### src/rtl/cpu_trace_buffer.sv
`default_nettype none
// ============================================================================
// Module   : cpu_trace_buffer
// Purpose  : Execution trace capture for the 16-bit single-cycle CPU. Once
//            armed, every valid CPU sample {pc, alu, instr, aluop} is written
//            into a circular buffer. A trigger (PC match, opcode match or
//            forced) freezes the window after a programmable number of extra
//            samples. The frozen window is then streamed out oldest-first
//            over a valid/ready port.
// Ports    : clk, reset (async, active-high)
//            capture_en, pc_in, alu_in, instr_in, aluop_in  - CPU sample
//            arm, trig_pc_en/trig_pc, trig_op_en/trig_op,
//            force_trig, post_count                         - control
//            state, triggered, trig_pos, count              - status
//            rd_valid, rd_data, rd_last, rd_ready           - readout stream
// Revision : 1.0 - initial release
// ============================================================================
module cpu_trace_buffer #(
  parameter  int DATA_W  = 16,
  parameter  int OP_W    = 4,
  parameter  int DEPTH   = 16,
  localparam int PTR_W   = $clog2(DEPTH),
  localparam int ENTRY_W = 3*DATA_W + OP_W
) (
  input  logic               clk,
  input  logic               reset,
  input  logic               capture_en,
  input  logic [DATA_W-1:0]  pc_in,
  input  logic [DATA_W-1:0]  alu_in,
  input  logic [DATA_W-1:0]  instr_in,
  input  logic [OP_W-1:0]    aluop_in,
  input  logic               arm,
  input  logic               trig_pc_en,
  input  logic [DATA_W-1:0]  trig_pc,
  input  logic               trig_op_en,
  input  logic [OP_W-1:0]    trig_op,
  input  logic               force_trig,
  input  logic [PTR_W-1:0]   post_count,
  output logic [2:0]         state,
  output logic               triggered,
  output logic [PTR_W-1:0]   trig_pos,
  output logic [PTR_W:0]     count,
  output logic               rd_valid,
  output logic [ENTRY_W-1:0] rd_data,
  output logic               rd_last,
  input  logic               rd_ready
);

  localparam logic [PTR_W:0]   c_DEPTH_CNT = (PTR_W+1)'(DEPTH);
  localparam logic [PTR_W:0]   c_CNT_ONE   = (PTR_W+1)'(1);
  localparam logic [PTR_W-1:0] c_PTR_ONE   = PTR_W'(1);

  typedef enum logic [2:0] {
    ST_IDLE  = 3'd0,
    ST_ARMED = 3'd1,
    ST_POST  = 3'd2,
    ST_DONE  = 3'd3
  } state_t;

  state_t               r_state;
  state_t               w_state_nxt;

  logic [ENTRY_W-1:0]   r_mem [DEPTH];
  logic [PTR_W-1:0]     r_wr_ptr;
  logic [PTR_W-1:0]     r_rd_ptr;
  logic [PTR_W-1:0]     r_post_rem;
  logic [PTR_W-1:0]     r_post_lat;
  logic [PTR_W-1:0]     r_trig_pos;
  logic [PTR_W:0]       r_count;
  logic [PTR_W:0]       r_rd_rem;
  logic                 r_triggered;

  logic                 w_hit;
  logic                 w_wr;
  logic                 w_enter_done;
  logic                 w_xfer;
  logic                 w_rd_valid;
  logic [PTR_W-1:0]     w_wr_ptr_nxt;
  logic [PTR_W:0]       w_count_nxt;
  logic [PTR_W-1:0]     w_post_used;
  logic [PTR_W-1:0]     w_trig_calc;

  // Match triggers only fire on a valid sample; force fires unconditionally.
  assign w_hit = force_trig
               | (trig_pc_en & capture_en & (pc_in == trig_pc))
               | (trig_op_en & capture_en & (aluop_in == trig_op));

  // rd_valid depends only on registered state, never on rd_ready.
  assign w_rd_valid = (r_state == ST_DONE) && (r_rd_rem != '0);

  always_comb begin
    w_state_nxt = r_state;
    w_wr        = 1'b0;
    if (arm) begin
      w_state_nxt = ST_ARMED;
    end else begin
      case (r_state)
        ST_ARMED: begin
          w_wr = capture_en;
          if (w_hit) begin
            // A forced trigger on an empty buffer has nothing to wait for.
            if ((post_count == '0) || (!capture_en && (r_count == '0)))
              w_state_nxt = ST_DONE;
            else
              w_state_nxt = ST_POST;
          end
        end
        ST_POST: begin
          w_wr = capture_en;
          if (capture_en && (r_post_rem == c_PTR_ONE))
            w_state_nxt = ST_DONE;
        end
        ST_DONE: begin
          if (!w_rd_valid || (rd_ready && (r_rd_rem == c_CNT_ONE)))
            w_state_nxt = ST_IDLE;
        end
        default: w_state_nxt = r_state;
      endcase
    end
  end

  assign w_enter_done = (w_state_nxt == ST_DONE) && (r_state != ST_DONE);
  assign w_xfer       = !arm && w_rd_valid && rd_ready;
  assign w_wr_ptr_nxt = w_wr ? (r_wr_ptr + c_PTR_ONE) : r_wr_ptr;
  assign w_count_nxt  = (w_wr && (r_count != c_DEPTH_CNT)) ? (r_count + c_CNT_ONE) : r_count;
  // In ARMED the post length is still on the input; in POST use the latched copy.
  assign w_post_used  = (r_state == ST_POST) ? r_post_lat : post_count;
  // Modulo-DEPTH arithmetic is exact here: a full buffer has count low bits 0.
  assign w_trig_calc  = w_count_nxt[PTR_W-1:0] - c_PTR_ONE - w_post_used;

  always_ff @(posedge clk or posedge reset) begin
    if (reset) r_state <= ST_IDLE;
    else       r_state <= w_state_nxt;
  end

  always_ff @(posedge clk or posedge reset) begin
    if (reset) begin
      r_wr_ptr    <= '0;
      r_rd_ptr    <= '0;
      r_post_rem  <= '0;
      r_post_lat  <= '0;
      r_trig_pos  <= '0;
      r_count     <= '0;
      r_rd_rem    <= '0;
      r_triggered <= 1'b0;
    end else if (arm) begin
      r_wr_ptr    <= '0;
      r_rd_ptr    <= '0;
      r_post_rem  <= '0;
      r_post_lat  <= '0;
      r_trig_pos  <= '0;
      r_count     <= '0;
      r_rd_rem    <= '0;
      r_triggered <= 1'b0;
    end else begin
      r_wr_ptr <= w_wr_ptr_nxt;
      r_count  <= w_count_nxt;
      if ((r_state == ST_ARMED) && w_hit) begin
        r_triggered <= 1'b1;
        r_post_rem  <= post_count;
        r_post_lat  <= post_count;
      end else if ((r_state == ST_POST) && capture_en) begin
        r_post_rem  <= r_post_rem - c_PTR_ONE;
      end
      if (w_enter_done) begin
        // Oldest entry sits at the write pointer once the buffer has wrapped.
        r_rd_ptr   <= (w_count_nxt == c_DEPTH_CNT) ? w_wr_ptr_nxt : '0;
        r_rd_rem   <= w_count_nxt;
        r_trig_pos <= (w_count_nxt == '0) ? '0 : w_trig_calc;
      end else if (w_xfer) begin
        r_rd_ptr   <= r_rd_ptr + c_PTR_ONE;
        r_rd_rem   <= r_rd_rem - c_CNT_ONE;
      end
    end
  end

  // Sample storage carries no reset so it maps onto plain RAM.
  always_ff @(posedge clk) begin
    if (w_wr)
      r_mem[r_wr_ptr] <= {pc_in, alu_in, instr_in, aluop_in};
  end

  assign state     = r_state;
  assign triggered = r_triggered;
  assign trig_pos  = r_trig_pos;
  assign count     = r_count;
  assign rd_valid  = w_rd_valid;
  assign rd_last   = w_rd_valid && (r_rd_rem == c_CNT_ONE);
  assign rd_data   = w_rd_valid ? r_mem[r_rd_ptr] : '0;

endmodule
`default_nettype wire
### config.mk
export PLATFORM = sky130hd
export DESIGN_NAME = cpu_trace_buffer
export DESIGN_NICKNAME = d
export VERILOG_FILES = /design/src/rtl/cpu_trace_buffer.sv
export SDC_FILE = /design/constraint.sdc
export NUM_CORES = 1
export LEC_CHECK = 0
export ABC_AREA = 1
export CORE_MARGIN = 2
export CORE_UTILIZATION = 30
export DETAILED_ROUTE_END_ITERATION = 7
export GPL_TIMING_DRIVEN = 1
export PLACE_DENSITY = 0.54
export SLEW_MARGIN = 40
export SYNTH_ARGS = -nofsm -noshare
export SYNTH_HDL_FRONTEND = slang
export SYNTH_SLANG_ARGS = --single-unit
### constraint.sdc
create_clock -name clk -period 5.9 [get_ports clk]
set_input_delay 1.77 -clock clk [delete_from_list [all_inputs] [get_ports clk]]
set_output_delay 1.77 -clock clk [all_outputs]
set_load 0.02 [all_outputs]
## Yosys cells after proc, flatten, opt, wreduce, memory -nomap -nowiden

Memories as Yosys holds them, arrays and structs flattened.
Index checks and enable logic that the tools add are counted.
Widths: inputs -> output; s select.

- $add $sub $neg: 7
- Multipliers: 0
- Divide/modulo/power cells: 0
- Magnitude comparators: 0
- Equal/unequal tests: 11
- Shift-type cells: 0
- Mux-type cells: 33
- Bitwise gates (word level): 6
- Reductions and logical operators: 25

Operators with widths:

| operator | count |
|---|---|
| $mux 4 | 15 |
| $mux 52 | 1 |
| $mux 5 | 5 |
| $eq 16x16->1 | 1 |
| $mux 3 | 4 |
| $logic_and 1x1->1 | 11 |
| $logic_not 5->1 | 2 |
| $eq 3x2->1 const B | 3 |
| $pmux 3 s3 | 1 |
| $add 4x1->4 const B | 2 |
| $sub 4x1->4 const B | 2 |
| $mux 1 | 7 |
| $reduce_bool 3->1 | 2 |
| $add 5x1->5 const B | 1 |
| $eq 5x1->1 const B | 1 |
| $eq 5x5->1 const B | 1 |
| $ne 5x5->1 const B | 1 |
| $reduce_bool 5->1 | 1 |
| $sub 5x1->5 const B | 1 |
| $and 1x1->1 | 4 |
| $eq 4x1->1 const B | 1 |
| $eq 4x4->1 | 1 |
| $logic_not 4->1 | 1 |
| $reduce_bool 2->1 | 2 |
| 7 further kinds | 11 |

- Register bits: 34
- Bits in latches: 0
- Bits in writable memories: 832
- ROM bits: 0
- Output and inout port bits: 67
- Word-level logic and storage cells: 92
- Memories kept: 1

Memory list:

| memory | depth | bits a word | read ports | clocked after Yosys merged registers in | wr ports | RTL line | text |
|---|---|---|---|---|---|---|---|
| r_mem | 16 | 52 | 1 | 0 | 1 | 63 | `logic [ENTRY_W-1:0] r_mem [DEPTH];` |

## Logic depth before layout (Yosys ltp)

- Word-level depth: 11
- Mapped depth: 18
- Mapped depth without buffers: 18

## Worst setup path after synthesis

OpenSTA, ideal clock, no wires.

- Path type: input port to flip-flop
- Start point: in arm
- End point: mem r_mem[15][0] in the netlist's numbering, enable pin
- Data arrival time: 5.790 ns
- Path slack: -0.416 ns
- Stages: 5
- Cells stage by stage: inv_1 nand3_4 inv_1 nand2_1 nor3_1

- Longest elaborated chain between the ends: 3

Ends and longest elaborated chain:

| item | RTL line | text |
|---|---|---|
| start: declaration | 32 | `input logic arm,` |
| $mux 1 | 94 | `if (arm) begin` |
| $mux 1 | 179 | `if (w_wr)` |
| $mux 1 (implied by the code) | 180 | `r_mem[r_wr_ptr] <= {pc_in, alu_in, instr_in, aluop_in};` |
| end: declaration | 63 |  |

No other way between the ends.

## Worst setup path after layout

- Start point: reg r_rd_ptr[0]
- End point: out rd_data[23]

- Longest elaborated chain between the ends: 2

Ends and longest elaborated chain:

| item | RTL line | text |
|---|---|---|
| start: declaration | 65 | `logic [PTR_W-1:0] r_rd_ptr;` |
| start signal: assignment | 167 | `r_rd_ptr <= (w_count_nxt == c_DEPTH_CNT) ? w_wr_ptr_nxt : '0;` |
| start signal: assignment | 171 | `r_rd_ptr <= r_rd_ptr + c_PTR_ONE;` |
| $mem_v2 16x52 | n/a |  |
| $mux 52 | 189 | `assign rd_data = w_rd_valid ? r_mem[r_rd_ptr] : '0;` |
| end: declaration | 44 | `output logic [ENTRY_W-1:0] rd_data,` |

No other way between the ends.

==> run metrics <==
Initial Utilization=0.303; xor/xnor share of the synthesized area=0.00476; most numerous cell in the Yosys netlist=edfxtp_1; Slew headroom=0.458; area grow syn2layout=18.4%; H-tree depth=3; Tcrit/Tclk final=0.919; post-synthesis sequential area ratio=0.745; CTS clk-pin slew, worst paths=0.06 ns; distinct cell type count after synthesis=38; top cells by area, synth=edfxtp_1 (72%), o21ai_0 (6.1%), nor2_1 (5.0%), o221ai_1 (3.6%), dfrtp_1 (2.5%); drt first pass iters=5; Routed Antenna Nets=0; GR Overflow Total=0; max incr delay on CP=0.72 ns; kind of critical path=reg -> out; # DRC=0; hpwl dp=47.7 mm; Tot GR Track Use=0.158; cell leakage power=13.1 nW; total power draw=17.2 mW; final setup TNS=0 ns; worst path arrival time=3.65 ns; Final Max Slew Viols=0; hold depth=2; Hold Fails Final Rpt=0; Worst Skew=0.0256 ns; Routability Congestion=0.743; Reg2Reg Depth=8; share of cells above drive strength 1=0.0811; largest family of logic cells by synthesized area=compound AO/OA/AOI/OAI gates; RSZ-0062 raised after global routing=no; clk sinks=866; Avg WL per Cell=21.9 um; I/O pins=151; reg-to-reg slack, setup=2.94 ns; die height=344 um; Nets=2,844; setup bufs post-CTS=0; syn_nets=2,718; Adder-Cell Fraction of Synth Area=0.00599; Initial DRC Count=1,800; vias in the first global route=21,500; Cell Area, Synth=34,700 um^2; worst-path fanout max=123; initial antenna violation count=6; CTS root buffer=clkbuf_16; Post-synth EDFFs=832; Min Hold Slack=0.500 ns; Mapped Avg Cell Area=13.2 um^2; largest net degree at the start of global routing=157; PortBufs=150; PostCTS Resize Cnt=0; CTS buffer count=90; CTS tree=yes; worst slew pin tran=0.811 ns; IR drop worst, VDD=0.000374 V; largest area contributor in the netlist=edfxtp_1; Clk Latency, worst-skew pair=0.65 ns; fin crit period=5.42 ns; Tightest Hold Check Type=reg -> reg; Synth Instances=2,618; global-route wire length before repair=140 mm; mux cell area share after synthesis=0; Post-Synth Simple-Gate Area=0.0786; Worst setup SP type=flop; compound-gate portion of the synthesized area=0.136; vias post-DR=21,900; Main synth FF type=edfxtp_1; Critical Path RT=4.13 ns; Row Count=124; Max Buffers Root-to-Sink=3; Die W=344 um; YS warnings=0; critical-path cell list=buf_12 > buf_16 > o21ai_0 > o221ai_1 > o211ai_1 > a21oi_1 > clkdlybuf4s50_1; FFs w/ async S/R, synth=0.0393; Final setup viols=0; die area=118,000 um^2; slowest cell on the critical path=clkdlybuf4s50_1; Fmax=184 MHz; pwr/cell area=419 nW/um^2; commonest cells in the netlist=edfxtp_1 (832), nor2_1 (458), o21ai_0 (424), clkbuf_1 (144), o221ai_1 (141); Detailed Route WL=94.7 mm; core area=115,000 um^2; DR vias/cell=5.07; share of the synthesized area in the top cell type=0.720; crit end category=primary output; Hold Buf Count CTS=0; status=complete, no violations; max_cap viols=0; synthesized flop and latch total=866
## cell type report
type                    instances  area (um^2)
diodes                          3         7.51
clock buffers                 106         2330
clock inverters                52          407
fillers                     11100        73400
inverters                      82          323
multi-input cells            1490         7950
flip-flops and latches        866        25800
well taps                    1512         1890
repair buffers                214         2310
## where the power goes
part,internal [mW],switching (mW),leakage [nW],total (mW)
registers,6.90,0.116,7.93,7.02
logic,1.52,3.29,3.87,4.82
clock network,3.07,2.29,1.33,5.36
## worst paths after layout
path,start,end
min in group asynchronous,reset,count[3]
worst min register to register,r_post_lat[1],r_post_lat[1]
worst max-delay path,r_rd_ptr[0],rd_data[23]
worst min-delay path,r_post_lat[1],r_post_lat[1]
max in group asynchronous,reset,r_rd_ptr[3]
worst max register to register,state[2],r_mem[11][17]
## cell usage in the layout, fill, tap and decap left out, types with 23 or more instances in the layout
cell type,instances
dfrtp_1,30
clkbuf_16,91
clkdlybuf4s50_1,150
nand2_1,117
buf_12,23
inv_1,74
clkinv_1,27
o221ai_1,141
o22ai_1,68
o211ai_1,67
nand3_1,78
a21oi_1,60
o21ai_0,424
buf_4,39
nor2_1,443
edfxtp_1,832
## registers in the layout, indices dropped and copies added, names as in the netlist
| name | flops |
|---|---|
| count | 5 |
| r_mem | 832 |
| r_post_lat | 4 |
| r_post_rem | 4 |
| r_rd_ptr | 4 |
| r_rd_rem | 5 |
| r_wr_ptr | 4 |
| state | 3 |
| trig_pos | 4 |
| triggered | 1 |
## kinds of logic after synthesis
| kind of cell | count (synthesis) |
|---|---|
| flops | 866 |
| compound gates | 780 |
| simple gates | 676 |
| buf+inv | 262 |
| xor+xnor | 18 |
| fa+ha+maj | 16 |
## per-layer routing
metal / global-route usage / part of all wire / vias up
li1: - / - / 10100
met1: 0.219 / 0.45 / 11100
met2: 0.254 / 0.47 / 613
met3: 0.0262 / 0.057 / 121
met4: 0.0472 / 0.021 / 8
met5: 0 / 0.00056 / -
## stage by stage
stage | worst slack [ns] | util | std cells | instance area (um^2)
CTS | 0.344 | 0.358 | 4321 | 41000
detailed placement | 0.948 | 0.334 | 4163 | 38300
global placement | 0.976 | 0.334 | 4162 | 38300
global route | 0.203 | 0.359 | 4323 | 41100
floorplan | 0.994 | - | 2618 | 34700
finish | 0.478 | 0.359 | 4325 | 41100
## critical path, delay by kind of cell, from the launching register on
family / cells / cell delay [ns]
buffers and inverters: 3 / 1.49
AO/OA/AOI/OAI: 4 / 0.96
flip-flops: 1 / 0.49
Power figures use the tool's default switching activity.
